[src/rtl/stream_credit_tx_if.sv]
// Handshake bundle for stream_credit_tx: upstream i_* stream in, downstream o_* stream out.
// The slave modport is the transmitter's view; master is the environment's view.
interface stream_credit_tx_if #(
    parameter int WIDTH = 8
);
    logic [WIDTH-1:0] i_d;
    logic             i_v;
    logic             i_r;
    logic [WIDTH-1:0] o_d;
    logic             o_v;
    logic             o_r;

    modport slave (
        input  i_d, i_v, o_r,
        output i_r, o_d, o_v
    );

    modport master (
        output i_d, i_v, o_r,
        input  i_r, o_d, o_v
    );
endinterface

[src/rtl/stream_credit_tx.sv]
// Credit-gated stream transmitter: 2-entry skid buffer feeding a FIFO while its occupancy stays below DEPTH-MARGIN.
// Optional beat/stall counters are built when STREAM_CREDIT_TX_STATS_EN is defined.
module stream_credit_tx #(
    parameter int WIDTH  = 8,
    parameter int DEPTH  = 4096,
    parameter int CNT_W  = 12,
    parameter int MARGIN = 2
) (
    input  logic                 clock,
    input  logic                 reset,
    input  logic [CNT_W-1:0]     fifo_count,
    stream_credit_tx_if.slave    bus,
    output logic                 throttle,
    output logic [31:0]          beat_cnt,
    output logic [31:0]          stall_cnt
);

    localparam logic [CNT_W:0] LIMIT = (CNT_W+1)'(DEPTH - MARGIN);

    typedef struct packed {
        logic             v;
        logic [WIDTH-1:0] d;
    } entry_t;

    entry_t m_q, s_q, m_n, s_n;
    logic   ir_q;
    logic   gate_q;
    logic   xfer;
    logic   accept;

    assign bus.o_d = m_q.d;
    assign bus.o_v = m_q.v & gate_q;
    assign bus.i_r = ir_q;
    assign xfer    = bus.o_v & bus.o_r;
    assign accept  = bus.i_v & ir_q;
    assign throttle = m_q.v & ~gate_q;

    // Skid never accepts while full because i_r mirrors !S.valid.
    always_comb begin
        m_n = m_q;
        s_n = s_q;
        if (xfer) begin
            if (s_q.v) begin
                m_n   = s_q;
                s_n.v = 1'b0;
            end else if (accept) begin
                m_n = {1'b1, bus.i_d};
            end else begin
                m_n.v = 1'b0;
            end
        end else if (accept) begin
            if (!m_q.v) m_n = {1'b1, bus.i_d};
            else        s_n = {1'b1, bus.i_d};
        end
    end

    // fifo_count lags pushes by one cycle, so this cycle's transfer is added in
    // to keep the bound pessimistic; pops only count once they show up.
    always_ff @(posedge clock) begin
        if (reset) begin
            m_q    <= '0;
            s_q    <= '0;
            ir_q   <= 1'b0;
            gate_q <= 1'b0;
        end else begin
            m_q    <= m_n;
            s_q    <= s_n;
            ir_q   <= ~s_n.v;
            gate_q <= (({1'b0, fifo_count} + (CNT_W+1)'(xfer)) < LIMIT);
        end
    end

`ifdef STREAM_CREDIT_TX_STATS_EN
    always_ff @(posedge clock) begin
        if (reset) begin
            beat_cnt  <= '0;
            stall_cnt <= '0;
        end else begin
            if (xfer)     beat_cnt  <= beat_cnt + 32'd1;
            if (throttle) stall_cnt <= stall_cnt + 32'd1;
        end
    end
`else
    assign beat_cnt  = 32'd0;
    assign stall_cnt = 32'd0;
`endif

endmodule

[src/flat_wrapper.sv]
// flat-port wrapper written by rule: the top's interface ports become plain ports
module stream_credit_tx_flat 
#(
    parameter int WIDTH  = 8,
    parameter int DEPTH  = 4096,
    parameter int CNT_W  = 12,
    parameter int MARGIN = 2
)
  (clock, reset, fifo_count, throttle, beat_cnt, stall_cnt, bus_i_d, bus_i_v, bus_o_r, bus_i_r, bus_o_d, bus_o_v);
  stream_credit_tx_if #(.WIDTH(WIDTH)) bus_i ();
  input  logic clock;
  input  logic reset;
  input  logic [CNT_W-1:0] fifo_count;
  output logic throttle;
  output logic [31:0] beat_cnt;
  output logic [31:0] stall_cnt;
  input wire logic [$bits(bus_i.i_d)-1:0] bus_i_d;
  input wire logic [$bits(bus_i.i_v)-1:0] bus_i_v;
  input wire logic [$bits(bus_i.o_r)-1:0] bus_o_r;
  output wire logic [$bits(bus_i.i_r)-1:0] bus_i_r;
  output wire logic [$bits(bus_i.o_d)-1:0] bus_o_d;
  output wire logic [$bits(bus_i.o_v)-1:0] bus_o_v;
  assign bus_i.i_d = bus_i_d;
  assign bus_i.i_v = bus_i_v;
  assign bus_i.o_r = bus_o_r;
  assign bus_i_r = bus_i.i_r;
  assign bus_o_d = bus_i.o_d;
  assign bus_o_v = bus_i.o_v;
  stream_credit_tx #(.WIDTH(WIDTH), .DEPTH(DEPTH), .CNT_W(CNT_W), .MARGIN(MARGIN)) u_core (.clock(clock), .reset(reset), .fifo_count(fifo_count), .bus(bus_i), .throttle(throttle), .beat_cnt(beat_cnt), .stall_cnt(stall_cnt));
endmodule
[config.mk]
export PLATFORM = sky130hd
export DESIGN_NAME = stream_credit_tx_flat
export DESIGN_NICKNAME = d
export VERILOG_FILES = /design/src/rtl/stream_credit_tx_if.sv /design/src/rtl/stream_credit_tx.sv /design/src/flat_wrapper.sv
export SDC_FILE = /design/constraint.sdc
export NUM_CORES = 1
export LEC_CHECK = 0
export CORE_ASPECT_RATIO = 0.9
export CORE_UTILIZATION = 39
export CTS_CLUSTER_SIZE = 28
export DETAILED_ROUTE_END_ITERATION = 10
export PLACE_DENSITY = 0.86
export REMOVE_ABC_BUFFERS = 1
export SLEW_MARGIN = 5
export SYNTH_ARGS = -nofsm -noshare
export SYNTH_HDL_FRONTEND = slang
export SYNTH_SLANG_ARGS = --single-unit
[constraint.sdc]
create_clock -name clock -period 3.3 [get_ports clock]
set_clock_uncertainty 0.1 [all_clocks]
set_input_delay 0.66 -clock clock [delete_from_list [all_inputs] [get_ports clock]]
set_output_delay 0.66 -clock clock [all_outputs]
set_load 0.05 [all_outputs]
# Yosys cells after proc, flatten, opt, wreduce, memory -nomap -nowiden
# Index checks and enable logic that the tools add are counted.
# op_classes
n_addsub,1
n_lt_le_gt_ge,1
n_eq_ne,1
muxes,9
bitwise_logic,7
n_reduce_logical,4
# op_table
operator,count
$mux W9,5
$mux W8,2
$add A12 B1 Y13,1
$lt A13 B12 Y1 const B,1
$reduce_and A3 Y1,2
$and A1 B1 Y1,4
$reduce_bool A2 Y1,2
$not A1 Y1,3
$mux W1,2
$ne A2 B2 Y1 const B,1
# word_totals
ff_bits,20
inputBits,24
elab_cells,29

# Longest topological paths before layout
# logic_depth
depth_word,4
ltp_mapped,6

# Least setup slack after synthesis
# Ideal clock, no wire load.
# synth_path
path_kind,reg-to-output
from,register u_core.m_q[8] (netlist bit)
to,output port throttle
t_arrival_ns,1.133
required_ns,2.540
path_slack_ns,1.407
stages_incl_launch_ff,3
n_path_buf,1
cell_sequence,dfxtp_1 -> buf_6 -> nor2b_1
# synth_via
elab_chain_cells,1
# synth_lines
item,line,source
"start, declared",stream_credit_tx.sv:25,"entry_t m_q, s_q, m_n, s_n;"
"start signal, assigned",stream_credit_tx.sv:66,m_q <= m_n;
$and A1 B1 Y1,stream_credit_tx.sv:36,assign throttle = m_q.v & ~gate_q;
"end, declared",flat_wrapper.sv:14,output logic throttle;
# No other way between the ends.

# Worst setup path in the final report
# layout_path
from,register u_core.m_q[8] (netlist bit)
to,output port bus_o_v
# layout_via
elab_chain_cells,1
# layout_lines
item,line,source
$and A1 B1 Y1,stream_credit_tx.sv:32,assign bus.o_v = m_q.v & gate_q;
"end, declared",flat_wrapper.sv:22,output wire logic [$bits(bus_i.o_v)-1:0] bus_o_v;
# No other way between the ends.

==> reports/qor.yml <==
sta:
  drv_slew: 0
  max_slew_margin_pct: 36.4
  fin_crit_sh_pct: 75.8
  hold_viol: 0
  whs_ns: 0.379
  finalSetupTns_ns: 0
  tightest_slew_ns: 0.951
  rsz0062_at_grt: "no"
  setup_ws_ns: 0.798
  clock.fmax_mhz: 400
  min_period_ns: 2.50
  setup_violations: 0
global_route:
  grt_antenna_before_repair: 0
  grt_usage_pct: 13.3
  grt_pass1_wl_mm: 4.10
  grt_overflow: 0
  first_global_vias: 956
  grt_max_degree: 21
die:
  core-area_um2: 3700
  io_pins: 99
  die_h_um: 60.9
  die_x_um: 67.5
  dieArea_um2: 4110
  initial_core_util_pct: 40.6
  rows: 21
routing:
  drc: 0
  drt_iter0_drc: 78
  dr.pass1.iters: 4
  drt-total-wl_mm: 2.56
  viasPerCell: 4.28
  antenna_left: 0
  num_vias: 1056
  wl_per_cell_um: 10.4
power_and_ir_drop:
  power_density_nw_per_um2: 462
  clkPwrFrac_pct: 24.4
  swShare_pct: 43.1
  intPower_uw: 418
  finalPower_uw: 734
  combPwrFrac_pct: 39.8
  p_leak_nw: 0.649
  p_sw_uw: 316
  ir_drop_uv: 133
  pwr-share-seq_pct: 35.8
yosys:
  synthCells: 182
  synth-main-ff-cell: "dfxtp_1"
  synth.most_common_cell: "buf_4"
  synth_commonest_cells: "buf_4, dfxtp_1, nand2_1"
  syn_area_um2: 1500
  synth.area.top_cells: "buf_4, dfxtp_1, a311oi_2, a21oi_1, nand2_1"
  yosys_warnings: 0
  async_flop_share_pct: 0
  ys_ff_latch: 20
  ys_seq_area_share_pct: 26.6
  synth_top_area_share_pct: 35.9
  avgSynthCellArea_um2: 8.26
  synth-edff-count: 0
  synth_cell_types: 26
  synth_top_area_cell: "buf_4"
clock_network:
  cts-root-buf: "clkbuf_8"
  cts_max_level: 1
  clk_pin_slew_ns: 0.07
  cts_buffers: 3
  cts_hold_buf: 0
  numClockSinks: 20
  cts_tree: "yes"
  insertion_delay_ns: 0.25
  cts_resized: 0
  cts_buffer_depth: 2
  cts_setup_buffers: 0
cells_and_area:
  final.fill_count: 378
  seq_area_um2: 400
  multi_input_area_um2: 734
  diodes: 0
  layout.cells.non_filler: 247
  nets: 226
  areaGrowthSynthToFinish_pct: 5.57
  drive_above_1_share_pct: 6.97
critical_path:
  crit_type: "flop to output pin"
  path_cells: "and2_1 -> clkdlybuf4s50_1"
  critPathLaunchType: "flop"
  cpLargestDelayFamily: "buffers and inverters"
  r2r-start: "u_core.m_q[8]"
  slowest_stage: "clkdlybuf4s50_1"
  end_kind: "output pin"
  critPathMaxStageDelay_ns: 0.82
  critPathArrivalTime_ns: 1.74
  critPathRequiredTime_ns: 2.54
  cp_num_buf_inv: 1
  setup.worst_path.start: "u_core.m_q[8]"
  cp_max_fo: 10
place:
  port_buffers: 34
  place_inst: 243
  dp_hpwl_mm: 1.95
  dp_slack_ns: 0.961
  place.gp.congestion: 0.740
worst_hold_path:
  hold_start: "u_core.s_q[4]"
  worstHoldPathType: "flop to flop"
job:
  maxCapViolations: 0
status:
  status: "complete, no violations"
stage by stage:
| step | area [um^2] | utilization, % |
|---|---|---|
| 6_report | 1590 | 42.9 |
| 5_1_grt | 1590 | 42.9 |
| 4_1_cts | 1590 | 42.9 |
| 3_5_place_dp | 1530 | 41.4 |
| 3_3_place_gp | 1530 | 41.4 |
| 2_1_floorplan | 1130 | - |
metal layers:
layer	vias up	track usage [%]	routed length, um
li1	518	-	-
met2	46	25.3	1340
met1	488	13.7	977
met4	0	6.69	42
met3	4	2.82	202
met5	-	0	0
path summary, 6_finish.rpt:
kind,cells after the start,slack [ns],to
max reg2reg,3,1.74,u_core.s_q[5]
min,2,0.38,u_core.s_q[4]
max,2,0.80,bus_o_v
min reg2reg,2,0.38,u_core.s_q[4]
logic make-up after synthesis:
logic type / synth area share, %
DFF: 26.6
and+or+nand+nor: 12.4
buffers and inverters: 40.3
other: 0.249
AOI/OAI and AO/OA: 20.5
flip-flops by register name (all words and copies together) (netlist names):
signal / cells
u_core.s_q: 9
u_core.bus.o_d: 8
u_core.bus.i_r: 1
u_core.gate_q: 1
u_core.m_q: 1
cell type report:
type,instances,area share (%)
clock buffers,4,3.47
repair buffers,34,21.4
flip-flops and latches,20,25.2
well taps,46,3.62
multi-input cells,143,46.3
power by group through the flow:
stage | Clock [mW] | Sequential, mW | Combinational [mW]
6_report | 0.179 | 0.263 | 0.292
4_1_cts | 0.184 | 0.263 | 0.291
5_1_grt | 0.194 | 0.264 | 0.308
3_3_place_gp | 0 | 0.267 | 0.289
3_5_place_dp | 0 | 0.268 | 0.291
2_1_floorplan | 0 | 0.296 | 0.200
layout by cell type (no fill, tap or decap):
| cell | count |
|---|---|
| conb_1 | 64 |
| clkdlybuf4s50_1 | 34 |
| dfxtp_1 | 20 |
| nand2_1 | 19 |
| a21oi_1 | 18 |
| o21ai_0 | 9 |
| nand3_1 | 8 |
| a311oi_2 | 7 |
| clkbuf_8 | 4 |
| nand4_1 | 3 |
| and2_1 | 2 |
| nor2b_1 | 2 |
| nor2_1 | 2 |
| a21bo_2 | 1 |
| a22o_1 | 1 |
| and2_4 | 1 |
| and4_1 | 1 |
| a311oi_4 | 1 |
| a21boi_1 | 1 |
| a41oi_1 | 1 |
| nor4_1 | 1 |
| a31oi_1 | 1 |
worst reg2reg max path, delay by kind of cell, from the launching register on:
kind,cells,cell delay (ns)
AO/OA/AOI/OAI,2,0.75
AND/OR/NAND/NOR,1,0.15
flip-flops,1,0.47
Note: power is estimated with default switching activity, not from simulation.
